--- src/rtl/counter_ext.sv ---
// counter_ext: widens the 4-bit mode counter into one LOW_W+UPPER_W count.
// The counter's carry and load pulses drive an UPPER_W-bit upper field.
// Sticky flags record wraps of the upper field and dropped snapshot requests.
// A single-entry valid/ready port hands out snapshots of the wide count.
//
// Snapshot handshake: snap_valid is high while snap_data holds a snapshot that
// has not been accepted. A transfer happens on any edge with snap_valid and
// snap_ready both high. While snap_valid is high, snap_data stays stable
// until that transfer. On the transfer edge, a snap_req recaptures the count
// (a back-to-back transfer); without snap_req the port empties. A snap_req
// that arrives while snap_valid is high and snap_ready is low is dropped and
// sets snap_miss. snap_ready is ignored while snap_valid is low.
module counter_ext #(
    parameter int LOW_W   = 4,
    parameter int UPPER_W = 12
) (
    input  logic                     clk,
    input  logic                     reset,
    input  logic [1:0]               mode_in,
    input  logic [UPPER_W-1:0]       d_hi,
    input  logic [LOW_W-1:0]         q_in,
    input  logic                     rco_in,
    input  logic                     load_in,
    input  logic                     clr_flags,
    input  logic                     snap_req,
    input  logic                     snap_ready,
    output logic [LOW_W+UPPER_W-1:0] count_out,
    output logic                     snap_valid,
    output logic [LOW_W+UPPER_W-1:0] snap_data,
    output logic                     ovf,
    output logic                     unf,
    output logic                     snap_miss,
    output logic                     snap_state
);

    localparam int CW = LOW_W + UPPER_W;

    typedef enum logic {
        S_IDLE = 1'b0,
        S_FULL = 1'b1
    } snap_state_t;

    snap_state_t        state, state_next;
    logic [1:0]         mode_d;
    logic [UPPER_W-1:0] d_hi_d;
    logic [UPPER_W-1:0] upper, upper_next;
    logic [LOW_W-1:0]   q_d;
    logic               ovf_set, unf_set;
    logic               capture, miss_set;

    // The counter's registered outputs lag the mode bus by one cycle.
    // This delay lines mode and the load value up with the counter's pulses.
    always_ff @(posedge clk) begin
        mode_d <= mode_in;
        d_hi_d <= d_hi;
    end

    // Upper-field update: a load beats a carry. mode_d sets the carry direction.
    always_comb begin
        upper_next = upper;
        ovf_set    = 1'b0;
        unf_set    = 1'b0;
        if (load_in) begin
            upper_next = d_hi_d;
        end else if (rco_in) begin
            case (mode_d)
                2'b00, 2'b10: begin
                    upper_next = upper + UPPER_W'(1);
                    ovf_set    = (upper == '1);
                end
                2'b01: begin
                    upper_next = upper - UPPER_W'(1);
                    unf_set    = (upper == '0);
                end
                default: ;
            endcase
        end
    end

    // Wide count registers and sticky flags. A clear beats a same-cycle set.
    always_ff @(posedge clk) begin
        if (reset) begin
            upper     <= '0;
            q_d       <= '0;
            ovf       <= 1'b0;
            unf       <= 1'b0;
            snap_miss <= 1'b0;
        end else begin
            upper     <= upper_next;
            q_d       <= q_in;
            ovf       <= clr_flags ? 1'b0 : (ovf | ovf_set);
            unf       <= clr_flags ? 1'b0 : (unf | unf_set);
            snap_miss <= clr_flags ? 1'b0 : (snap_miss | miss_set);
        end
    end

    assign count_out = {upper, q_d};

    // Snapshot FSM state register
    always_ff @(posedge clk) begin
        if (reset) state <= S_IDLE;
        else       state <= state_next;
    end

    // Snapshot FSM next state, capture strobe and drop detection
    always_comb begin
        state_next = state;
        capture    = 1'b0;
        miss_set   = 1'b0;
        case (state)
            S_IDLE: begin
                if (snap_req) begin
                    capture    = 1'b1;
                    state_next = S_FULL;
                end
            end
            S_FULL: begin
                if (snap_ready) begin
                    if (snap_req) capture    = 1'b1;
                    else          state_next = S_IDLE;
                end else if (snap_req) begin
                    miss_set = 1'b1;
                end
            end
            default: state_next = S_IDLE;
        endcase
    end

    // The snapshot register samples the registered wide count on capture
    always_ff @(posedge clk) begin
        if (reset)        snap_data <= '0;
        else if (capture) snap_data <= count_out;
    end

    assign snap_valid = (state == S_FULL);
    assign snap_state = state;

endmodule

--- config.mk ---
export PLATFORM = sky130hd
export DESIGN_NAME = counter_ext
export DESIGN_NICKNAME = d
export VERILOG_FILES = /design/src/rtl/counter_ext.sv
export SDC_FILE = /design/constraint.sdc
export NUM_CORES = 1
export LEC_CHECK = 0
export CELL_PAD_IN_SITES_DETAIL_PLACEMENT = 0
export CELL_PAD_IN_SITES_GLOBAL_PLACEMENT = 2
export CORE_ASPECT_RATIO = 2
export CORE_MARGIN = 5
export CORE_UTILIZATION = 32
export DETAILED_ROUTE_END_ITERATION = 8
export DONT_BUFFER_PORTS = 1
export HOLD_SLACK_MARGIN = 0.05
export PLACE_DENSITY_LB_ADDON = 0.2
export SLEW_MARGIN = 20
export SYNTH_ARGS = -nofsm -noshare
export SYNTH_HDL_FRONTEND = slang
export SYNTH_SLANG_ARGS = --single-unit
--- constraint.sdc ---
create_clock -name clk -period 2 [get_ports clk]
set_input_delay 0.5 -clock clk [delete_from_list [all_inputs] [get_ports clk]]
set_output_delay 0.5 -clock clk [all_outputs]
set_load 0.01 [all_outputs]
==> metrics.md <==
| Metric | Value |
|---|---|
| Synth cell types | 52 |
| Sequential area share after synthesis | 0.4706 |
| Nets@finish | 271 |
| Final GP Congestion | 0.8193 |
| Synthesized flop and latch total | 50 |
| Max incr delay on CP | 0.35 ns |
| Fillers | 693 |
| Initial antenna violation count | 0 |
| Max FO, Critical Path | 4 |
| Drt wl/cell | 17.96 um |
| Worst-Margin Slew | 0.4983 ns |
| Pin count of the biggest net entering global routing | 39 |
| Htree depth | 2 |
| Residual overflow from global routing | 0 |
| Final core utilization | 0.3750 |
| Slowest cell on the critical path | or3_1 |
| Vias in the first global route | 1789 |
| FF/Latch Area | 1003 sq um |
| Final Critical Period | 1.941 ns |
| Reg clk slew, reported paths | 0.07 ns |
| Fin cells | 334 |
| CP Launch Point | mode_d[1] |
| Largest cells by area after synthesis | dfxtp_1 (47%), nand2_1 (7.2%), a21oi_1 (6.1%) |
| Synth area leader | dfxtp_1 |
| PwrDens | 947.6 nW/um^2 |
| Pleak | 0.8896 nW |
| CP Launch Type | register |
| Global-route wire length before repair | 9701 um |
| Post-synthesis async set-or-reset flop share | 0 |
| CTS Sinks | 50 |
| Antenna cells | 0 |
| Number of synthesized flops with an enable pin | 0 |
| Area occupied by multi-input gates | 1023 sq um |
| VDD IR-drop max | 368.0 uV |
| Area grow syn2layout | 15.82% |
| Max-slew violation count | 0 |
| Via Count | 1714 |
| Hold Buf Count CTS | 0 |
| Avg Vias per Cell | 5.132 |
| Synth Flop Type | dfxtp_1 |
| YS warnings | 0 |
| Top cell type's share of synthesized area | 0.4706 |
| Num rows | 42 |
| Buffers on Ports | 0 |
| # placed instances | 325 |
| First DRT Iteration DRCs | 71 |
| Worst Hold Class | in -> reg |
| Worst setup EP type | register |
| Reg2reg start | mode_d[1] |
| Skew-Pair Late Insertion Delay | 0.29 ns |
| Slew HR | 0.6648 |
| Final worst path period share | 0.9707 |
| Syn Std Cell Area | 2127 sq um |
| # setup viols final | 0 |
| Total GRT Usage | 0.1545 |
| Post-Route WL | 5997 um |
| Count leader, synth | dfxtp_1 |
| DRC | 0 |
| CTS tree | yes |
| Synth Instances | 237 |
| Synth cell count leaders | dfxtp_1 (50), nand2_1 (41), a21oi_1 (26) |
| Max_cap viols | 0 |
| Die Height | 125.3 um |
| Fin. Hold Viols | 0 |
| Clock tree buffer depth | 2 |
| Core area | 6569 sq um |
| Root Buffer | clkbuf_16 |
| Crit path cell chain | nand2b_4 > xnor2_4 > ha_4 > nand4_4 > nor4b_2 > a31oi_1 > or3_1 > a311oi_2 |
| Arrival time at the worst endpoint | 2.15 ns |
| Die Width | 67.65 um |
| Synthesized Nets | 263 |
| Critical Path RT | 2.21 ns |
| Initial Utilization | 0.3238 |
| Die area | 8477 sq um |
| Layout cells sized above 1 | 0.1829 |
| TNS Setup | 0 ns |
| Status | completed |
| # IOs | 62 |
| Crit Path Class | reg -> reg |
| Unrepaired setup endpoints after global routing | yes |
| Clk_skew | 0.004753 ns |
| Drt pass-1 iters | 6 |
| DRT antenna net count | 0 |
| Hold path start | d_hi[1] |
| Highest clock rate | 515.1 MHz |
| Dpl hpwl | 4466 um |
| CTS buffer count | 5 |
| Post-Syn Area per Cell | 8.975 sq um |
[critical path, delay by kind of cell (launching register included)]
kind | cells | cell delay (ns)
adder cells (fa/ha/maj) | 1 | 0.20
AO/OA/AOI/OAI | 2 | 0.28
XOR/XNOR | 1 | 0.18
flip-flops | 1 | 0.32
AND/OR/NAND/NOR | 4 | 0.89
[power breakdown]
part | switching (mW) | internal (mW)
Clock | 0.368 | 0.586
Combinational | 0.142 | 0.122
Sequential | 0.0683 | 1.05
Total | 0.579 | 1.76
[cell type report]
| cell class | instances | area share |
|---|---|---|
| clock buffers | 5 | 0.05079 |
| clock inverters | 3 | 0.01625 |
| inverters | 3 | 0.004571 |
| multi-input cells | 165 | 0.4154 |
| flip-flops and latches | 50 | 0.4073 |
| well taps | 88 | 0.04469 |
| repair buffers | 20 | 0.06094 |
[registers in the layout, summed over array words and instances, names as in the netlist, 2 cells and up]
name       flops
d_hi_d        12
mode_d         2
q_d            4
snap_data     16
upper         12
[routing by layer]
layer	routed length (um)	up-vias	GRT usage
li1	-	851	-
met5	0	-	0
met4	258	0	0.09450
met2	3198	57	0.2545
met1	2183	788	0.1738
met3	356	18	0.03321
[stage by stage]
step	total power, mW	instance area [sq um]	hold WS [ns]	worst slack [ns]
after floorplan	1.335	2150	0.4237	0.03147
after global placement	1.401	2263	0.4565	0.07331
after detailed placement	1.400	2263	0.4560	-0.003201
after CTS	2.380	2445	0.2188	-0.01334
after global routing	2.458	2464	0.2132	-0.06316
final	2.334	2464	0.2272	0.05855
[final timing paths]
path	endpoint	slack, ns	depth (start not counted)
hold / removal	d_hi_d[1]	0.23	0
setup / recovery	upper[10]	0.06	8
setup reg to reg	upper[10]	0.06	8
hold reg to reg	upper[2]	0.46	2
[placed cells by master (no fill, tap or decap), drive strengths merged, types with 4 or more instances in the layout]
master  instances
nand2          41
nor3            8
clkbuf          5
o21ai           5
and3            4
buf            20
nor2b           7
o22ai           5
a21oi          26
xnor2           7
dfxtp          50
nor2           16
nand4           5
[kinds of logic (layout without fill, tap and decap cells)]
family / count (synthesis) / in the layout / synth area share
buf+inv: 22 / 31 / 0.06941
xor+xnor: 9 / 9 / 0.03706
simple gates: 97 / 97 / 0.2406
flops: 50 / 50 / 0.4706
compound gates: 58 / 58 / 0.1765
fa+ha+maj: 1 / 1 / 0.005881
[what timing repair did]
action                                  in CTS  in global routing
endpoints found under the setup margin       1                  1
resized for setup                            2                  3
pin swaps                                    3                  1
endpoints found under the hold margin        0                  0
buffers inserted                             1                  0
No activity file was read; power rests on OpenSTA's default activity.
